--- config.mk ---
export PLATFORM = sky130hd
export DESIGN_NAME = uart_tx_fifo
export DESIGN_NICKNAME = d
export VERILOG_FILES = /design/src/rtl/uart_tx_fifo.sv
export SDC_FILE = /design/constraint.sdc
export NUM_CORES = 1
export LEC_CHECK = 0
export BUFFER_PORTS_ARGS = -buffer_cell sky130_fd_sc_hd__buf_2
export CAP_MARGIN = 20
export CORE_MARGIN = 2
export CORE_UTILIZATION = 55
export CTS_CLUSTER_DIAMETER = 150
export DETAILED_ROUTE_END_ITERATION = 8
export PLACE_DENSITY_LB_ADDON = 0.3
export SETUP_SLACK_MARGIN = 0.15
export SLEW_MARGIN = 0
export SYNTH_ARGS = -nofsm -noshare
export SYNTH_HDL_FRONTEND = slang
export SYNTH_SLANG_ARGS = --single-unit
--- constraint.sdc ---
create_clock -name clk -period 2.7 [get_ports clk]
set_clock_uncertainty 0.15 [all_clocks]
set_input_delay 0.405 -clock clk [delete_from_list [all_inputs] [get_ports clk]]
set_output_delay 0.405 -clock clk [all_outputs]
set_load 0.01 [all_outputs]
--- src/rtl/uart_tx_fifo.sv ---
// uart_tx_fifo
//   Byte FIFO in front of the UART transmitter. The host writes bytes with
//   wr_en/wr_data. A three-state launch FSM pops one byte at a time into
//   tx_data and holds tx_start until the transmitter reports tx_busy, then
//   waits for tx_busy to fall before it launches the next byte.
//
// Parameters
//   DEPTH_LOG2  FIFO depth is 2**DEPTH_LOG2 bytes (1..8)
//
// Ports
//   clk        system clock, rising edge
//   rst        asynchronous active-high reset
//   wr_en      write strobe, one byte per cycle
//   wr_data    byte to enqueue
//   full       occupancy == depth (registered)
//   empty      occupancy == 0 (registered)
//   count      occupancy, DEPTH_LOG2+1 bits (registered)
//   overflow   one-cycle pulse after a dropped write
//   tx_start   launch request to the transmitter
//   tx_data    byte being transmitted
//   tx_busy    transmitter busy flag
//   ovf_count  saturating dropped-write counter, only when
//              UART_TX_FIFO_OVF_CNT_EN is defined
module uart_tx_fifo #(
  parameter int DEPTH_LOG2 = 4
) (
  input  logic                  clk,
  input  logic                  rst,
  input  logic                  wr_en,
  input  logic [7:0]            wr_data,
  output logic                  full,
  output logic                  empty,
  output logic [DEPTH_LOG2:0]   count,
  output logic                  overflow,
  output logic                  tx_start,
  output logic [7:0]            tx_data,
  input  logic                  tx_busy
`ifdef UART_TX_FIFO_OVF_CNT_EN
  ,
  output logic [7:0]            ovf_count
`endif
);

  localparam int DEPTH = 1 << DEPTH_LOG2;
  localparam logic [DEPTH_LOG2:0] FULL_CNT = {1'b1, {DEPTH_LOG2{1'b0}}};

  typedef enum logic [1:0] {IDLE, LAUNCH, WAIT_DONE} state_t;

  state_t                state, state_nxt;
  logic [7:0]            mem [DEPTH];
  logic [DEPTH_LOG2-1:0] wr_ptr, rd_ptr;
  logic                  wr_ok, wr_drop, pop;

  // Flags come straight off the count register, so a pop in the same
  // cycle cannot rescue a write issued while full.
  assign full    = (count == FULL_CNT);
  assign empty   = (count == '0);
  assign wr_ok   = wr_en && !full;
  assign wr_drop = wr_en && full;

  // Launch FSM: next state and outputs
  always_comb begin
    state_nxt = state;
    pop       = 1'b0;
    tx_start  = 1'b0;
    case (state)
      IDLE: begin
        if (!empty && !tx_busy) begin
          pop       = 1'b1;
          state_nxt = LAUNCH;
        end
      end
      LAUNCH: begin
        // Held until the transmitter answers; it may only start on a baud tick.
        tx_start = 1'b1;
        if (tx_busy) state_nxt = WAIT_DONE;
      end
      WAIT_DONE: begin
        if (!tx_busy) state_nxt = IDLE;
      end
      default: state_nxt = IDLE;
    endcase
  end

  always_ff @(posedge clk or posedge rst) begin
    if (rst) state <= IDLE;
    else     state <= state_nxt;
  end

  // Storage has no reset; every entry is written before it can be read.
  always_ff @(posedge clk) begin
    if (wr_ok) mem[wr_ptr] <= wr_data;
  end

  always_ff @(posedge clk or posedge rst) begin
    if (rst) begin
      wr_ptr   <= '0;
      rd_ptr   <= '0;
      count    <= '0;
      overflow <= 1'b0;
      tx_data  <= 8'h00;
    end else begin
      overflow <= wr_drop;
      if (wr_ok) wr_ptr <= wr_ptr + 1'b1;
      if (pop) begin
        tx_data <= mem[rd_ptr];
        rd_ptr  <= rd_ptr + 1'b1;
      end
      case ({wr_ok, pop})
        2'b10:   count <= count + 1'b1;
        2'b01:   count <= count - 1'b1;
        default: count <= count;
      endcase
    end
  end

`ifdef UART_TX_FIFO_OVF_CNT_EN
  always_ff @(posedge clk or posedge rst) begin
    if (rst)                              ovf_count <= 8'h00;
    else if (wr_drop && ovf_count != 8'hFF) ovf_count <= ovf_count + 8'h01;
  end
`endif

endmodule
==> metrics.csv <==
metric;value;unit
full die area;12000;um^2
Layout area overhead;15.7;%
Max stage delay on crit path;450;ps
Fill cells;759;
Worst EP required;3000;ps
Total Wirelength;10800;um
TritonCTS Sinks;152;
mean post-synth cell area;19.4;um^2
io pins;29;
worst path cell trace;nor4_4 -> a21boi_2 -> inv_1 -> ha_4 -> ha_1 -> a21o_1 -> a21oi_2 -> mux2i_1 -> xnor2_1;
clk slew on worst S/H paths;60;ps
TritonCTS clock tree;built;
initial antenna violation count;0;
setup TNS;0;ps
Post-Syn Instances;315;
DR vias/cell;5.86;
Slew @ Worst Pin;904;ps
WP buf/inv;1;
FP Rows;38;
FF+latch count, synth;152;
Max Cap Viol;0;
CP Capture Type;flip-flop;
Hold Crit Class;in2reg;
commonest non-fill, non-tap cell in the layout;edfxtp_1;
maximum buffer depth of the clock tree;2;
final period utilization;0.904;
crit-path leading delay family;compound AO/OA/AOI/OAI gates;
Core Area;10800;um^2
Static Leakage;0.00248;uW
Reg-to-Reg End;count[4];
first-pass GRT wire length;16700;um
DRC;0;
Worst Path Max Fanout;6;
commonest cells after routing, fill and taps aside;128 x edfxtp_1, 28 x buf_2, 20 x dfrtp_1;
Critical R2R Launch;count[3];
vias in the first global route;3023;
DIE WIDTH;109;um
worst setup path class;reg2reg;
GRT overflow;0;
share of post-route cells with drive strength above 1;0.284;
Num CTS Buffers;17;
final setup violation count;0;
Routability Congestion;0.751;
Ys Warns;0;
VDD IR max;1.10;mV
Max Clk Rate;410;MHz
Slew Viols, Final;0;
Final WS setup;258;ps
I/O Buffers;28;
Worst Hold End;state[0];
Power Total;7510;uW
Worst-Skew Late Latency;530;ps
Mapped Nets;337;
sequential fraction of the synthesis area;0.728;
status;complete, no violations;
Cell variety after synth;35;
Die H;109;um
n_diodes;0;
DR WL/cell;21.1;um
Worst Hold Launch;tx_busy;
final hold violations;0;
Starting Density;0.563;
Rel. slew slack;0.395;
Final HPWL DP;6660;um
Critical Path AT;2740;ps
slowest cell on the critical path;dfrtp_2;
First DRT Iteration DRCs;252;
htree depth;4;
R2R depth;9;
Mapped Area;6100;um^2
drt first pass iters;7;
largest net degree at the start of global routing;36;
setup slack after placement;148;ps
Nets;382;
Final ANT Viol Nets;0;
Tmin final;2440;ps
Worst setup SP type;flip-flop;
routed via count;3006;
gr usage total;0.205;
CTS root buffer;clkbuf_8;
RSZ-0062 raised after global routing;false;
worst hold stages;3;
P per Cell Area;1060;nW/um^2
FF-to-FF setup slack;260;ps
-- what timing repair did --
action,in CTS,in global routing
resized for setup,0,3
endpoints found under the hold margin,27,0
setup buffers,0,2
hold buffers,3,0
endpoints found under the setup margin,0,2
-- registers in the layout, summed over array words and instances, names as in the netlist --
| register | count |
|---|---|
| mem | 128 |
| tx_data | 8 |
| count | 5 |
| rd_ptr | 4 |
| wr_ptr | 4 |
| state | 2 |
| overflow | 1 |
-- metal layers --
layer	wire length, um	track usage	up-vias	share of wire
met1	4450	0.254	1541	0.41
li1	-	-	1366	-
met4	221	0.0949	0	0.020
met5	0	0	-	0
met3	557	0.0480	17	0.051
met2	5610	0.344	82	0.52
-- where the power goes --
part / total [uW] / switching, uW / internal [uW]
sequential: 3220 / 284 / 2930
combinational: 2200 / 1100 / 1090
clock: 2100 / 830 / 1270
-- worst min-delay path: stages --
cell	delay [ps]
buf_2	90
or3_1	130
o22ai_1	80
-- final cells by class --
type,count,area (um^2),share of cell area
Clock buffer,29,519,0.0735
Sequential cell,152,4450,0.630
Multi-Input combinational cell,141,1580,0.224
Clock inverter,3,13.8,0.00195
Inverter,6,22.5,0.00319
Timing Repair Buffer,42,298,0.0422
Tap cell,140,175,0.0248
-- cell families (layout without fill, tap and decap cells) --
group / count (synthesis) / in the layout / synth area share
buffers and inverters: 22 / 80 / 0.0195
and+or+nand+nor: 42 / 42 / 0.0324
DFF: 152 / 152 / 0.728
xor gates and xnor gates: 10 / 10 / 0.0143
muxes: 43 / 43 / 0.146
adders and majority gates: 10 / 10 / 0.0217
AOI/OAI and AO/OA: 36 / 36 / 0.0379
-- per-stage QoR --
| step | util | instances | hold slack, ps | instance area, um^2 |
|---|---|---|---|---|
| 5_1_grt | 0.651 | 513 | 81.2 | 7060 |
| 3_5_place_dp | 0.594 | 475 | 419 | 6440 |
| 4_1_cts | 0.646 | 510 | 58.4 | 7000 |
| 6_report | 0.651 | 513 | 77.7 | 7060 |
| 2_1_floorplan | - | 315 | 269 | 6130 |
| 3_3_place_gp | 0.594 | 475 | 403 | 6440 |
-- synth_stat cells --
cell | count | area share
o211ai_4 | 1 | 0.0035
and3_1 | 1 | 0.0010
mux2i_1 | 1 | 0.0016
fa_1 | 1 | 0.0033
or4_1 | 1 | 0.0012
mux4_1 | 13 | 0.056
nand4_1 | 2 | 0.0020
o22ai_1 | 17 | 0.017
nor2b_1 | 1 | 0.0010
a21o_1 | 2 | 0.0025
ha_1 | 9 | 0.018
buf_1 | 2 | 0.0012
mux4_2 | 19 | 0.070
o21ai_0 | 3 | 0.0025
dfrtp_1 | 24 | 0.098
nand2b_1 | 5 | 0.0051
nand2_1 | 9 | 0.0055
inv_1 | 6 | 0.0037
nor3_1 | 5 | 0.0041
clkbuf_1 | 6 | 0.0037
nor4_1 | 1 | 0.0010
buf_2 | 3 | 0.0025
edfxtp_1 | 128 | 0.63
nor2_1 | 15 | 0.0092
buf_4 | 1 | 0.0012
a21oi_1 | 11 | 0.0090
or2_2 | 1 | 0.0010
a21boi_2 | 1 | 0.0018
buf_6 | 3 | 0.0055
or3_1 | 1 | 0.0010
xnor2_1 | 8 | 0.011
mux2_2 | 10 | 0.018
a21boi_0 | 1 | 0.0012
clkdlybuf4s15_1 | 1 | 0.0016
xor2_1 | 2 | 0.0029
-- worst max path at each step --
stage | startpoint | to | slack, ps | cells past startpoint
finish | count[3] | count[4] | 260 | 9
global route | count[3] | count[4] | 160 | 9
CTS | count[0] | empty | 160 | 3
detailed placement | tx_busy | count[4] | 150 | 9
global placement | tx_busy | count[4] | 180 | 9
floorplan | count[1] | count[4] | 200 | 9
No activity file was read; power rests on OpenSTA's default activity.
